File: config.mk
export PLATFORM = sky130hd
export DESIGN_NAME = lru_tag_alloc
export DESIGN_NICKNAME = d
export VERILOG_FILES = /design/src/rtl/lru_tag_alloc.sv
export SDC_FILE = /design/constraint.sdc
export NUM_CORES = 1
export LEC_CHECK = 0
export ABC_AREA = 1
export CAP_MARGIN = 25
export CORE_MARGIN = 1.5
export CORE_UTILIZATION = 53
export CTS_CLUSTER_DIAMETER = 100
export DETAILED_ROUTE_END_ITERATION = 10
export GPL_ROUTABILITY_DRIVEN = 0
export GPL_TIMING_DRIVEN = 0
export HOLD_SLACK_MARGIN = 0.15
export PLACE_DENSITY = 0.76
export REMOVE_ABC_BUFFERS = 1
export SYNTH_ARGS = -nofsm -noshare
export SYNTH_HDL_FRONTEND = slang
export SYNTH_SLANG_ARGS = --single-unit
File: constraint.sdc
create_clock -name clk -period 2.6 [get_ports clk]
set_input_delay 0.26 -clock clk [delete_from_list [all_inputs] [get_ports clk]]
set_output_delay 0.26 -clock clk [all_outputs]
set_load 0.005 [all_outputs]
File: src/rtl/lru_tag_alloc.sv
// lru_tag_alloc
// Fully-associative tag store with allocate-on-miss. Each request is
// accepted in IDLE and compared against every valid entry in LOOKUP. A hit
// returns the matching entry. A miss writes the tag into a victim entry and
// returns that entry. The victim is the lowest-indexed invalid entry if one
// exists, otherwise the entry named by the external LRU on lru_idx. The
// result is then held in RESP until it is consumed.
//
// Ports
//   clk, rst              clock; synchronous active-high reset
//   req_valid/req_ready   request handshake, req_tag = tag to look up
//   rsp_valid/rsp_ready   response handshake
//   rsp_hit, rsp_idx      lookup result (hit entry or allocated victim)
//   flush                 level; clears all valid bits while IDLE
//   acc_en, acc_idx       one-cycle touch pulse to the matrix LRU
//   lru_idx               least-recently-used entry from the matrix LRU
//   hit_cnt, miss_cnt     16-bit saturating counters (only when
//                         LRU_TAG_ALLOC_STATS_EN is defined)
//
// Optional feature macro: LRU_TAG_ALLOC_STATS_EN

module lru_tag_alloc #(
  parameter int NO_ENTRY  = 8,
  parameter int IDX_WIDTH = $clog2(NO_ENTRY),
  parameter int TAG_WIDTH = 16
) (
  input  logic                 clk,
  input  logic                 rst,
  input  logic                 req_valid,
  output logic                 req_ready,
  input  logic [TAG_WIDTH-1:0] req_tag,
  output logic                 rsp_valid,
  input  logic                 rsp_ready,
  output logic                 rsp_hit,
  output logic [IDX_WIDTH-1:0] rsp_idx,
  input  logic                 flush,
  output logic                 acc_en,
  output logic [IDX_WIDTH-1:0] acc_idx,
`ifdef LRU_TAG_ALLOC_STATS_EN
  output logic [15:0]          hit_cnt,
  output logic [15:0]          miss_cnt,
`endif
  input  logic [IDX_WIDTH-1:0] lru_idx
);

  typedef enum logic [1:0] {
    IDLE   = 2'd0,
    LOOKUP = 2'd1,
    RESP   = 2'd2
  } state_t;

  state_t                 state;
  logic [TAG_WIDTH-1:0]   tags [NO_ENTRY];
  logic [NO_ENTRY-1:0]    valid;
  logic [TAG_WIDTH-1:0]   tag_q;

  logic                   hit;
  logic [IDX_WIDTH-1:0]   hit_idx;
  logic                   free_any;
  logic [IDX_WIDTH-1:0]   free_idx;
  logic [IDX_WIDTH-1:0]   victim;
  logic [IDX_WIDTH-1:0]   sel_idx;

  // Descending scan so the lowest-indexed match/free entry is the one kept.
  always_comb begin
    hit      = 1'b0;
    hit_idx  = '0;
    free_any = 1'b0;
    free_idx = '0;
    for (int i = NO_ENTRY - 1; i >= 0; i--) begin
      if (valid[i] && (tags[i] == tag_q)) begin
        hit     = 1'b1;
        hit_idx = IDX_WIDTH'(i);
      end
      if (!valid[i]) begin
        free_any = 1'b1;
        free_idx = IDX_WIDTH'(i);
      end
    end
  end

  assign victim  = free_any ? free_idx : lru_idx;
  assign sel_idx = hit ? hit_idx : victim;

  assign req_ready = (state == IDLE) && !flush;
  assign rsp_valid = (state == RESP) && !rst;
  // The touch pulse must carry the index resolved this cycle (it depends on
  // lru_idx as seen in LOOKUP), so it is decoded from state, not registered.
  // Gating with rst keeps a reset during LOOKUP from touching the LRU.
  assign acc_en    = (state == LOOKUP) && !rst;
  assign acc_idx   = acc_en ? sel_idx : '0;

  always_ff @(posedge clk) begin
    if (rst) begin
      state    <= IDLE;
      valid    <= '0;
      tag_q    <= '0;
      rsp_hit  <= 1'b0;
      rsp_idx  <= '0;
`ifdef LRU_TAG_ALLOC_STATS_EN
      hit_cnt  <= '0;
      miss_cnt <= '0;
`endif
    end else begin
      case (state)
        IDLE: begin
          // Flush has priority over a simultaneous request.
          if (flush) begin
            valid <= '0;
          end else if (req_valid) begin
            tag_q <= req_tag;
            state <= LOOKUP;
          end
        end
        LOOKUP: begin
          rsp_hit <= hit;
          rsp_idx <= sel_idx;
          if (!hit) begin
            tags[victim]  <= tag_q;
            valid[victim] <= 1'b1;
          end
`ifdef LRU_TAG_ALLOC_STATS_EN
          if (hit && (hit_cnt != 16'hFFFF))
            hit_cnt <= hit_cnt + 16'd1;
          if (!hit && (miss_cnt != 16'hFFFF))
            miss_cnt <= miss_cnt + 16'd1;
`endif
          state <= RESP;
        end
        RESP: begin
          if (rsp_ready)
            state <= IDLE;
        end
        default: state <= IDLE;
      endcase
    end
  end

endmodule

### Word level (Yosys, flattened, before mapping)

Memory sizes are Yosys's and may differ from the RTL's.
Cells that the tools add are included.

| storage, ports and cells | value |
|---|---|
| word-level logic and storage cells | 92 |
| output and inout port bits | 10 |
| memories | 1 |
| input bits | 24 |
| RAM bits | 128 |
| register bits after elaboration | 30 |

Memories:

| name | words | width | rd ports | clocked after Yosys merged registers in | write ports | RTL line | text |
|---|---|---|---|---|---|---|---|
| tags | 8 | 16 | 8 | 0 | 1 | 53 | `logic [TAG_WIDTH-1:0] tags [NO_ENTRY];` |

| operators by class | value |
|---|---|
| multiplexer cells | 48 |
| equality and inequality tests | 15 |
| bitwise gates (word level) | 2 |
| order comparisons | 2 |
| reduce and logical (&&, ||, !) cells | 19 |

Operators with widths:

| kind | number |
|---|---|
| 16-bit == test | 8 |
| 3-bit 2-to-1 mux | 19 |
| 1-bit 2-to-1 mux | 21 |
| 8-bit 2-to-1 mux | 2 |
| 8-bit case mux with 2 select lines | 1 |
| 1-bit logical AND | 12 |
| 2-bit inequality test (second input constant) | 5 |
| 3-bit AND reduction | 3 |
| 8-bit bitwise OR | 1 |
| 2-bit 2-to-1 mux | 3 |
| 2-bit case mux with 3 select lines | 1 |
| 3-bit by 4-bit less-than comparator with 1-bit output (second input constant) | 1 |
| 1-bit demux with 3-bit select | 1 |
| 3-bit by 1-bit >= comparator with 1-bit output (second input constant) | 1 |
| 2-bit by 1-bit == test with 1-bit output (second input constant) | 1 |
| 2-bit == test (second input constant) | 1 |
| 1-bit logical NOT | 2 |
| 2-bit logical NOT | 1 |
| 2-bit nonzero test | 1 |
| 1-bit inverter | 1 |

### Longest topological paths before layout

| logic depth | value |
|---|---|
| depth after elaboration | 16 |
| mapped depth | 17 |
| gate-level depth less buffers | 16 |

### Least setup slack after synthesis

No wires, ideal clock.

| timing | value |
|---|---|
| kind | flip-flop to flip-flop |
| from | register tag_q[14] |
| to | memory tags[0][0] (enable) |
| library setup time | 0.387 ns |
| buffers on the path | 1 |
| arrival | 2.190 ns |
| slack | 0.024 ns |
| required time | 2.213 ns |
| period minus slack after synthesis | 2.576 ns |
| stages on the path, launching flop included | 12 |
| path through | dfxtp_1 > buf_4 > inv_2 > or2_2 > nand3_1 > nor2_2 > nand3_2 > nand2_2 > nor2_4 > and2_4 > nand2_4 > nor3_2 |

| on the way | value |
|---|---|
| cells in the longest elaborated chain, start to end | 14 |
| elaborated cells between the ends (all ways) | 28 |
| classes of those cells | eq/ne: 8; mux: 12; reduce/logical: 8 |

RTL lines:

| element | RTL line | text |
|---|---|---|
| from (decl) | 55 | `logic [TAG_WIDTH-1:0] tag_q;` |
| from (signal assigned) | 111 | `tag_q <= req_tag;` |
| 16-bit == test | 71 | `if (valid[i] && (tags[i] == tag_q)) begin` |
| 1-bit logical AND | 71 |  |
| 1-bit 2-to-1 mux (7 in a row) | 71 |  |
| 1-bit 2-to-1 mux (*) | 71 |  |
| 1-bit 2-to-1 mux (*) | 118 | `if (!hit) begin` |
| 1-bit 2-to-1 mux (*) | 105 | `case (state)` |
| 1-bit 2-to-1 mux (*) | 94 | `if (rst) begin` |
| 1-bit 2-to-1 mux (implied by the code) (*) | 119 | `tags[victim] <= tag_q;` |
| to (decl) | 53 |  |

Mark *: on every way between the ends. The rest lies on a longest branch, timed or not.

### Worst setup path in the final report

| timing | value |
|---|---|
| from | register tag_q[12] |
| to | output port acc_idx[0] |

| on the way | value |
|---|---|
| cells in the longest elaborated chain, start to end | 12 |
| elaborated cells between the ends (all ways) | 34 |
| classes of those cells | eq/ne: 8; mux: 18; reduce/logical: 8 |

RTL lines:

| element | RTL line | text |
|---|---|---|
| 16-bit == test | 71 |  |
| 1-bit logical AND | 71 |  |
| 3-bit 2-to-1 mux or 1-bit 2-to-1 mux (tied branches) (8 in a row) | 71 |  |
| 3-bit 2-to-1 mux (*) | 83 | `assign sel_idx = hit ? hit_idx : victim;` |
| 3-bit 2-to-1 mux (*) | 91 | `assign acc_idx = acc_en ? sel_idx : '0;` |
| to (decl) | 38 | `output logic [IDX_WIDTH-1:0] acc_idx,` |

Marks and branches as above.

==> impl_metrics.tcl <==
set metrics [dict create \
    outcome "finished, violations left" \
    violations "negative setup slack" \
    worstHoldPathCells 3 \
    utilization_pct 67.51 \
    cts_sinks 158 \
    dpl.cell_count 980 \
    combPwrFrac_pct 8.4 \
    worstPathMaxFanout 6 \
    num-fill-cells 1051 \
    synth_top_area_share_pct 51.92 \
    cp_top_family "simple AND/OR/NAND/NOR gates" \
    worst_r2r_endpoint "tags[4][2]" \
    pwr-share-seq_pct 44.9 \
    maxCapViolCount 0 \
    rsz0062_at_grt "yes" \
    cts_buffer_depth 2 \
    power.leakage_uw 0.003771 \
    power_uw 6251 \
    cpPeakStageDelay_ns 0.39 \
    switchingPower_uw 1382 \
    drive_gt1_share_pct 21.35 \
    grt_pass1_vias 5456 \
    ioPinCount 34 \
    start_util_pct 53.75 \
    drv_slew 0 \
    period_needed_ns 2.626 \
    synth.distinct_cells 32 \
    io_buffers 33 \
    first_iter_violations 525 \
    clock_latency_ns 0.43 \
    htree_levels 4 \
    yosys.area.top_type "edfxtp_1" \
    fmax_mhz 380.8 \
    fin_crit_sh_pct 101.0 \
    synth_warnings 0 \
    peakVddDrop_uv 484.6 \
    hp-class "in -> reg" \
    fp.dieW_um 121.2 \
    crit_slowest_cell "dfxtp_4" \
    cts_root_buffer "clkbuf_16" \
    antenna_found_initial 0 \
    worstRegToRegCells 14 \
    place_ws_ns -0.9757 \
    diodes 0 \
    dr.pass1.iters 5 \
    wl_per_cell_um 18.26 \
    setup_slack_ns -0.02625 \
    skew_ns 0.007020 \
    ys_ff_latch 158 \
    setup-violations-final 1 \
    switching_share_pct 22.10 \
    seq_area_frac_synth_pct 60.03 \
    pwr-share-clk_pct 46.7 \
    track_usage_pct 27.88 \
    cts_tree "yes" \
    finalHoldWorstSlack_ns 0.4618 \
    die_area_mm2 0.01469 \
    avgSynthCellArea_um2 9.443 \
    dpl.hpwl_um 11580 \
    grt_max_degree 34 \
    rows 43 \
    vias_per_cell 5.320 \
    slew_headroom_pct 31.92 \
    cp_num_buf_inv 3 \
    die_h_um 121.2 \
    synth_area_leaders "edfxtp_1, nand2_1, dfxtp_1" \
    power_density_mw_per_mm2 672.3 \
    critical_path_class "reg -> out" \
    grt_pass1_wl_um 29380 \
    async_reset_ff_share_pct 0 \
    internal_power_uw 4869 \
    clk_pin_slew_ns 0.06 \
    required_ns 2.34 \
    finalHoldViolations 0 \
    worst_setup_path_start_kind "flop" \
    wirelength_um 19530 \
    cp_cell_sequence "buf_4 > buf_4 > xor2_1 > nor3_1 > nand3_2 > nand2_4 > nor2_4 > and2_4 > nor2_4 > nand2_2 > nand2_1 > buf_2" \
    r2r_setup_slack_ns 0.02 \
    netlist_instances 784 \
    worst_slew_pin_slew_ns 1.019 \
    instances_no_fill 1070 \
    arrival_ns 2.37 \
    area_growth_pct 25.60 \
    synth.most_common_cell "nand2_1" \
    min_from "rsp_ready" \
    ant_nets 0 \
    num_vias 5692 \
    core_mm2 0.01377 \
    fin_nets 901 \
    holdPathEnd "state[1]" \
    endpoint_kind "output port" \
    cts_buffers 17 \
    globalRoute.totalOverflow 0 \
    drc 0 \
    synthesis.area_mm2 0.007403 \
    worstReg2RegStart "tag_q[13]" \
    synth-edff-count 128 \
    synth_common_cells "nand2_1, edfxtp_1, nor2_1" \
    synth_ff_type "edfxtp_1" \
]
metal layers:
layer  wire length, µm  vias to the layer above  GRT usage (%)
li1                  -                     2730              -
met1              7964                     2683          35.14
met2              9517                      223          46.48
met3              1434                       56          6.579
met4               616                        0          11.32
met5                 0                        -              0
sequential cells by signal, indices dropped and copies added, names as in the netlist:
name / cells
valid: 8
tags: 128
rsp_idx: 3
rsp_hit: 1
tag_q: 16
state: 2
area by class of cell:
class,count,area (µm²),share of cell area [%]
sequential,158,4504,48.44
multi-input combinational,516,2567,27.61
timing repair buffer,95,947.2,10.19
clock buffer,17,425.4,4.575
inverter,89,361.6,3.889
clock inverter,15,267.8,2.879
tap,180,225.2,2.422
worst reg2reg max path, delay by kind of cell (launching register included):
family	cells	cell delay (ns)
buffers and inverters	3	0.55
DFF	1	0.36
and+or+nand+nor	11	1.37
cells in the final DEF, fill, tap and decap left out, types with 13 or more instances in the layout:
cell	n
dfxtp_1	14
o21ai_1	16
xor2_1	21
a21oi_1	26
edfxtp_1	128
nor2_1	81
nand2_1	221
clkbuf_16	17
dfxtp_4	16
nand2_2	13
buf_4	42
o21ai_0	46
inv_1	73
clkdlybuf4s50_1	30
nand3_1	17
repair_timing:
item,CTS,global route
gates resized for setup,70,19
hold buffers,0,0
setup endpoints to repair,142,103
buffers inserted,46,12
pin swaps,12,17
cells by family (layout without fill, tap and decap cells):
logic type	Yosys count	in the layout	share of synthesized area (%)
simple gates	390	390	23.09
flops	158	158	60.03
buf+inv	110	216	6.540
compound gates	97	97	6.912
xor+xnor	29	29	3.431
power by group through the flow:
stage	Sequential (µW)	Clock, µW	Combinational [µW]
floorplan	2880	0	200
global placement	2930	0	309
detailed placement	2940	0	316
CTS	2800	2920	503
global route	2810	3050	564
finish	2810	2920	524
worst max path at each step:
stage | slack [ns] | startpoint | cells past startpoint | end
floorplan | -0.02 | tag_q[14] | 10 | tags[0][0]
global placement | -1.15 | tag_q[10] | 11 | tags[0][4]
detailed placement | -0.98 | tag_q[10] | 11 | tags[1][2]
CTS | -0.08 | tag_q[10] | 19 | acc_idx[0]
global route | -0.13 | tag_q[10] | 19 | acc_idx[0]
finish | -0.03 | tag_q[12] | 12 | acc_idx[0]
metrics by stage:
step | area, µm² | setup TNS [ns]
6_report | 9299 | -0.02625
5_1_grt | 9299 | -1.736
4_1_cts | 9107 | -0.07858
3_5_place_dp | 7850 | -103.14
3_3_place_gp | 7809 | -128.13
2_1_floorplan | 7253 | -1.164
Note: power is estimated with default switching activity, not from simulation.
